<file path="src/rtl/datapath_regbank.sv">
// -----------------------------------------------------------------------------
// datapath_regbank
//
// Register-file and shared-bus datapath for a small accumulator processor.
// The control FSM drives alu_op / read_en / write_en / inc_en directly. This
// block holds the architectural registers (PC, DAR, IR, AC, R, R1..R5), the
// zero flag, the single bus mux and the ALU. It drives the instruction-memory
// and data-memory ports, and it returns the instruction and the zero flag to
// the FSM.
//
// Ports
//   clock        rising-edge clock
//   reset        asynchronous, active-high; clears every register and ZF
//   alu_op[2:0]  0 none, 1 add, 2 sub, 3 lshift, 4 rshift (others: result 0)
//   read_en[3:0] bus source select (2 DAR, 5 AC, 6 R, 7..11 R1..R5,
//                12 dm_rdata, 13 im_rdata, anything else 0)
//   write_en[15:0] per-register load enables (see WE_* below)
//   inc_en[15:0]   per-register increment enables (see INC_* below)
//   im_rdata     instruction memory read data
//   dm_rdata     data memory read data
//   im_addr      = PC (low ADDR_W bits)
//   dm_addr      = DAR (low ADDR_W bits)
//   dm_wdata     = AC
//   dm_we        = write_en[12], combinational pass-through
//   instruction  = IR
//   z            = {zeros, ZF}
//   bus          current bus value, for observation
//
// Per-register update priority in a cycle: ALU write > bus write > increment
// > hold. Every register samples pre-edge values, so all updates in a cycle
// happen in parallel. ADDR_W is expected to be no larger than WIDTH.
// -----------------------------------------------------------------------------
module datapath_regbank #(
    parameter int WIDTH  = 16,
    parameter int ADDR_W = 16
) (
    input  logic              clock,
    input  logic              reset,
    input  logic [2:0]        alu_op,
    input  logic [3:0]        read_en,
    input  logic [15:0]       write_en,
    input  logic [15:0]       inc_en,
    input  logic [WIDTH-1:0]  im_rdata,
    input  logic [WIDTH-1:0]  dm_rdata,
    output logic [ADDR_W-1:0] im_addr,
    output logic [ADDR_W-1:0] dm_addr,
    output logic [WIDTH-1:0]  dm_wdata,
    output logic              dm_we,
    output logic [WIDTH-1:0]  instruction,
    output logic [WIDTH-1:0]  z,
    output logic [WIDTH-1:0]  bus
);

    // Bus source codes
    localparam logic [3:0] RD_DAR = 4'd2;
    localparam logic [3:0] RD_AC  = 4'd5;
    localparam logic [3:0] RD_R   = 4'd6;
    localparam logic [3:0] RD_R1  = 4'd7;
    localparam logic [3:0] RD_R2  = 4'd8;
    localparam logic [3:0] RD_R3  = 4'd9;
    localparam logic [3:0] RD_R4  = 4'd10;
    localparam logic [3:0] RD_R5  = 4'd11;
    localparam logic [3:0] RD_DM  = 4'd12;
    localparam logic [3:0] RD_IM  = 4'd13;

    // write_en bit positions
    localparam int WE_PC  = 1;
    localparam int WE_DAR = 2;
    localparam int WE_IR  = 4;
    localparam int WE_AC  = 5;
    localparam int WE_R   = 6;
    localparam int WE_R1  = 7;
    localparam int WE_R2  = 8;
    localparam int WE_R3  = 9;
    localparam int WE_R4  = 10;
    localparam int WE_R5  = 11;
    localparam int WE_DM  = 12;
    localparam int WE_ZF  = 14;
    localparam int WE_ALU = 15;

    // inc_en bit positions
    localparam int INC_PC  = 1;
    localparam int INC_AC  = 2;
    localparam int INC_DAR = 3;
    localparam int INC_R1  = 4;
    localparam int INC_R2  = 5;
    localparam int INC_R3  = 6;

    localparam logic [WIDTH-1:0] ONE = WIDTH'(1);

    typedef enum logic [2:0] {
        ALU_NONE = 3'd0,
        ALU_ADD  = 3'd1,
        ALU_SUB  = 3'd2,
        ALU_LSH  = 3'd3,
        ALU_RSH  = 3'd4
    } alu_op_e;

    logic [WIDTH-1:0] pc_q,  pc_d;
    logic [WIDTH-1:0] dar_q, dar_d;
    logic [WIDTH-1:0] ir_q,  ir_d;
    logic [WIDTH-1:0] ac_q,  ac_d;
    logic [WIDTH-1:0] r_q,   r_d;
    logic [WIDTH-1:0] r1_q,  r1_d;
    logic [WIDTH-1:0] r2_q,  r2_d;
    logic [WIDTH-1:0] r3_q,  r3_d;
    logic [WIDTH-1:0] r4_q,  r4_d;
    logic [WIDTH-1:0] r5_q,  r5_d;
    logic             zf_q,  zf_d;

    logic [WIDTH-1:0] bus_val;
    logic [WIDTH-1:0] alu_res;

    // Enable bits with no function in this datapath; gathered so they are
    // visibly consumed rather than silently dropped.
    logic unused_en;
    assign unused_en = ^{write_en[0], write_en[3], write_en[13],
                         inc_en[0], inc_en[15:7]};

    // ---------------------------------------------------------------- bus mux
    always_comb begin
        bus_val = '0;
        case (read_en)
            RD_DAR:  bus_val = dar_q;
            RD_AC:   bus_val = ac_q;
            RD_R:    bus_val = r_q;
            RD_R1:   bus_val = r1_q;
            RD_R2:   bus_val = r2_q;
            RD_R3:   bus_val = r3_q;
            RD_R4:   bus_val = r4_q;
            RD_R5:   bus_val = r5_q;
            RD_DM:   bus_val = dm_rdata;
            RD_IM:   bus_val = im_rdata;
            default: bus_val = '0;
        endcase
    end

    // -------------------------------------------------------------------- ALU
    // Operands are fixed: A = AC, B = R. Carry and borrow fall off the top.
    always_comb begin
        alu_res = '0;
        case (alu_op)
            ALU_ADD:  alu_res = ac_q + r_q;
            ALU_SUB:  alu_res = ac_q - r_q;
            ALU_LSH:  alu_res = ac_q << 1;
            ALU_RSH:  alu_res = ac_q >> 1;
            ALU_NONE: alu_res = '0;
            default:  alu_res = '0;
        endcase
    end

    // ------------------------------------------------------ next-state logic
    always_comb begin
        pc_d  = pc_q;
        dar_d = dar_q;
        ir_d  = ir_q;
        ac_d  = ac_q;
        r_d   = r_q;
        r1_d  = r1_q;
        r2_d  = r2_q;
        r3_d  = r3_q;
        r4_d  = r4_q;
        r5_d  = r5_q;
        zf_d  = zf_q;

        // A bus load wins over an increment on the same register.
        if (write_en[WE_PC])        pc_d = bus_val;
        else if (inc_en[INC_PC])    pc_d = pc_q + ONE;

        if (write_en[WE_DAR])       dar_d = bus_val;
        else if (inc_en[INC_DAR])   dar_d = dar_q + ONE;

        if (write_en[WE_IR])        ir_d = bus_val;

        // AC is the only register the ALU writes; that path outranks the bus.
        if (write_en[WE_ALU])       ac_d = alu_res;
        else if (write_en[WE_AC])   ac_d = bus_val;
        else if (inc_en[INC_AC])    ac_d = ac_q + ONE;

        if (write_en[WE_R])         r_d = bus_val;

        if (write_en[WE_R1])        r1_d = bus_val;
        else if (inc_en[INC_R1])    r1_d = r1_q + ONE;

        if (write_en[WE_R2])        r2_d = bus_val;
        else if (inc_en[INC_R2])    r2_d = r2_q + ONE;

        if (write_en[WE_R3])        r3_d = bus_val;
        else if (inc_en[INC_R3])    r3_d = r3_q + ONE;

        if (write_en[WE_R4])        r4_d = bus_val;
        if (write_en[WE_R5])        r5_d = bus_val;

        // ZF reflects the ALU result of the cycle it is loaded in, and is
        // otherwise untouched (increments never change it).
        if (write_en[WE_ZF])        zf_d = (alu_res == '0);
    end

    // -------------------------------------------------------------- registers
    always_ff @(posedge clock or posedge reset) begin
        if (reset) begin
            pc_q  <= '0;
            dar_q <= '0;
            ir_q  <= '0;
            ac_q  <= '0;
            r_q   <= '0;
            r1_q  <= '0;
            r2_q  <= '0;
            r3_q  <= '0;
            r4_q  <= '0;
            r5_q  <= '0;
            zf_q  <= 1'b0;
        end else begin
            pc_q  <= pc_d;
            dar_q <= dar_d;
            ir_q  <= ir_d;
            ac_q  <= ac_d;
            r_q   <= r_d;
            r1_q  <= r1_d;
            r2_q  <= r2_d;
            r3_q  <= r3_d;
            r4_q  <= r4_d;
            r5_q  <= r5_d;
            zf_q  <= zf_d;
        end
    end

    // ---------------------------------------------------------------- outputs
    assign im_addr     = pc_q[ADDR_W-1:0];
    assign dm_addr     = dar_q[ADDR_W-1:0];
    assign dm_wdata    = ac_q;
    assign dm_we       = write_en[WE_DM];
    assign instruction = ir_q;
    assign z           = {{(WIDTH-1){1'b0}}, zf_q};
    assign bus         = bus_val;

endmodule

</file>
<file path="config.mk">
export PLATFORM = sky130hd
export DESIGN_NAME = datapath_regbank
export DESIGN_NICKNAME = d
export VERILOG_FILES = /design/src/rtl/datapath_regbank.sv
export SDC_FILE = /design/constraint.sdc
export NUM_CORES = 1
export LEC_CHECK = 0
export ABC_AREA = 1
export CAP_MARGIN = 20
export CORE_MARGIN = 2
export CORE_UTILIZATION = 37
export DETAILED_ROUTE_END_ITERATION = 12
export PLACE_DENSITY_LB_ADDON = 0.25
export SYNTH_ARGS = -nofsm -noshare
export SYNTH_HDL_FRONTEND = slang
export SYNTH_SLANG_ARGS = --single-unit
</file>
<file path="constraint.sdc">
create_clock -name clock -period 7.1 [get_ports clock]
set_clock_uncertainty 0.2 [all_clocks]
set_input_delay 2.13 -clock clock [delete_from_list [all_inputs] [get_ports clock]]
set_output_delay 2.13 -clock clock [all_outputs]
set_load 0.01 [all_outputs]
</file>
==> run_results.csv, run 1 <==
group,metric,value,unit
job,maxCapViolCount,0,
floorplan,die_h,178,um
cts,cts_max_path_buffers,2,
sta,period_share,98.8,%
drt,antenna_left,0,
cts,cts_hold_buf,0,
floorplan,coreArea,29700,um^2
placement,dp_hpwl,31500,um
cts,cts_buffers,17,
power_and_ir_drop,sw_frac_of_total,40.8,%
logic_synthesis,synth.distinct_cells,47,
cts,cts_max_level,4,
sta,fin_crit,7.01,ns
power_and_ir_drop,comb_power_share,38.5,%
grt,grt_max_degree,90,
grt,grt_pass1_wl,62800,um
cts,clk_latency,0.44,ns
sta,rsz0062_at_grt,"false",
drt,route.vias.total,11350,
cts,clockRootBuffer,"clkbuf_16",
grt,grt_pass1_vias,10716,
sta,tightest_slew,1.08,ns
finish,n_antenna_cell,0,
min_path,min_from,"zf_q",
grt,grt_use_total,26.4,%
logic_synthesis,synth_seq_cells,161,
logic_synthesis,synth_top_area_share,36.1,%
sta,setup_violations,0,
finish,area_delta_synth_final,21.6,%
logic_synthesis,seq_area_frac_synth,36.1,%
cts,post-cts-setup-buffers,0,
logic_synthesis,yosys-top-cells-area,"dfrtp_1, nand2_1, inv_1",
worst_setup_path,worstPathArrival,4.68,ns
cts,cts_tree,"built",
power_and_ir_drop,switchingPower,1.47,mW
logic_synthesis,netlist_instances,1562,
worst_setup_path,criticalPathCategory,"in2out",
floorplan,die-area,31600,um^2
logic_synthesis,syn_area,11200,um^2
sta,hold_violations,0,
logic_synthesis,async_flop_share,100,%
worst_setup_path,start_kind,"input pin",
cts,clkTransAtPathRegs,0.07,ns
logic_synthesis,synth.avg_cell_area,7.15,um^2
drt,vias_per_cell,5.40,
sta,drv_slew,0,
drt,finalWirelength,41500,um
cts,cts_num_sinks,161,
grt,overflow,0,
finish,final_nets,1793,
drt,wl_per_cell,19.8,um
placement,place_congestion,0.966,
sta,layout_setup_ws,0.0861,ns
sta,tns,0,ns
finish,drive_gt1_share,7.19,%
placement,portBuffers,139,
drt,first_pass_iters,5,
logic_synthesis,yosys_warnings,0,
min_path,hp-class,"reg2reg",
floorplan,io_pins,170,
worst_setup_path,startpoint,"read_en[0]",
floorplan,rows,63,
min_path,min_delay_path_depth,2,
power_and_ir_drop,vdd_drop_max,0.187,mV
sta,slew_headroom,27.5,%
finish,finish.instance_area,13600,um^2
grt,antenna_found_initial,0,
logic_synthesis,synth-main-ff-cell,"dfrtp_1",
logic_synthesis,synth_edf_count,0,
worst_setup_path,required,4.77,ns
drt,drc,0,
worst_setup_path,cp_max_fo,14,
worst_setup_path,r2r_start,"r_q[0]",
sta,fmax,0.143,GHz
placement,placed_cell_area,13000,um^2
power_and_ir_drop,pwr-share-seq,34.3,%
logic_synthesis,synth_top_cell_by_area,"dfrtp_1",
power_and_ir_drop,power.internal,2.13,mW
worst_setup_path,r2r_cells,19,
drt,drt-initial-drc-count,1102,
power_and_ir_drop,p_per_area,265,nW/um^2
status,outcome,"completed",
cts,cts_resized,0,
power_and_ir_drop,cellLeakagePower,6.13,nW
placement,dp_slack,0.175,ns
worst_setup_path,end_kind,"primary output",
power_and_ir_drop,clock_power_share,27.2,%
floorplan,start_util,37.6,%
floorplan,die_x,178,um
-- metrics by stage --
step	utilization (%)	hold slack (ns)	std cells	power (mW)
5_1_grt	45.7	0.327	2100	3.80
6_report	45.7	0.291	2100	3.59
3_5_place_dp	43.6	0.285	2068	2.61
2_1_floorplan	-	0.249	1576	2.04
4_1_cts	45.7	0.303	2100	3.59
3_3_place_gp	43.6	0.274	2068	2.59
-- Yosys cell counts, types with 5 or more instances --
cell,count
nand2_1,325
inv_1,232
dfrtp_1,161
nor2_1,151
nand3_1,116
o21ai_0,89
a21oi_1,73
xor2_1,62
o22ai_1,60
clkbuf_1,30
nand4_1,27
o221ai_1,26
buf_4,25
ha_1,22
o211ai_1,21
nor3_1,19
buf_2,11
inv_2,11
nand3_2,10
a22oi_1,8
nand2_2,8
nand3b_1,8
nor3_2,8
mux2_2,5
o21bai_1,5
-- worst paths after layout --
path                            slack [ns]  endpoint
worst max register to register        3.67      zf_q
worst max-delay path                  0.09    bus[5]
worst min register to register        0.29      zf_q
min in group asynchronous             2.06   r3_q[6]
worst min-delay path                  0.29      zf_q
max in group asynchronous             3.60  r4_q[12]
-- layout by cell type (no fill, tap or decap), types with 11 or more instances in the layout --
cell / instances
clkdlybuf4s50_1: 139
inv_1: 231
conb_1: 15
a21oi_1: 73
nand2_1: 325
nor2_1: 151
xor2_1: 62
o22ai_1: 60
nand3_1: 116
o221ai_1: 26
ha_1: 22
o21ai_0: 89
dfrtp_1: 161
nor3_1: 19
o211ai_1: 21
inv_2: 11
clkbuf_16: 17
nand4_1: 27
buf_4: 33
-- logic make-up (layout without fill, tap and decap cells) --
group / count (synthesis) / in the layout / share of synthesized area, %
DFF: 161 / 161 / 36.1
buffers and inverters: 314 / 448 / 11.7
muxes: 5 / 5 / 0.504
other: 1 / 15 / 0.0336
xor gates and xnor gates: 65 / 65 / 5.10
and+or+nand+nor: 687 / 687 / 27.2
adders and majority gates: 23 / 23 / 2.64
AOI/OAI and AO/OA: 306 / 306 / 16.8
-- critical path: stages --
cell and delay (ns):
clkdlybuf4s50_1 0.68, inv_2 0.08, nor2_4 0.23, nand2_2 0.26, o2111ai_1 0.62, clkdlybuf4s50_1 0.66
-- power by group through the flow --
stage / logic, mW / registers (mW) / clock network [mW]
floorplan: 0.823 / 1.22 / 0
global placement: 1.35 / 1.24 / 0
detailed placement: 1.37 / 1.24 / 0
global route: 1.53 / 1.25 / 1.03
CTS: 1.37 / 1.23 / 0.988
finish: 1.38 / 1.23 / 0.979
-- area by class of cell --
class	count	area (um^2)
clock buffer	19	453
clock inverter	13	159
fill	2936	16100
inverter	244	921
multi-input combinational	1101	5890
sequential	161	4030
tap	390	488
timing repair buffer	172	1640
-- state kept, by name (all words and copies together) (netlist names) --
| register | count |
|---|---|
| r1_q | 16 |
| r4_q | 16 |
| zf_q | 1 |
| dm_wdata | 16 |
| im_addr | 16 |
| r2_q | 16 |
| dm_addr | 16 |
| instruction | 16 |
| r5_q | 16 |
| r3_q | 16 |
| r_q | 16 |
-- metal layers --
metal / vias up / global-route usage (%) / share of wire [%]
met5: - / 0 / 0
met4: 0 / 11.1 / 4.2
met3: 83 / 4.58 / 7.4
met2: 448 / 42.3 / 46
met1: 5408 / 35.2 / 42
li1: 5411 / - / -
Note: power is estimated with default switching activity, not from simulation.
==> run 2: changes to the inputs <==
--- a/config.mk
+++ b/config.mk
@@ -9,6 +9,7 @@
 export CAP_MARGIN = 20
 export CORE_MARGIN = 2
 export CORE_UTILIZATION = 37
+export CTS_CLUSTER_SIZE = 12
 export DETAILED_ROUTE_END_ITERATION = 12
 export PLACE_DENSITY_LB_ADDON = 0.25
 export SYNTH_ARGS = -nofsm -noshare
==> results of run 2 <==
Same layout as run 1: the final DEF is identical, and so are final timing and power.
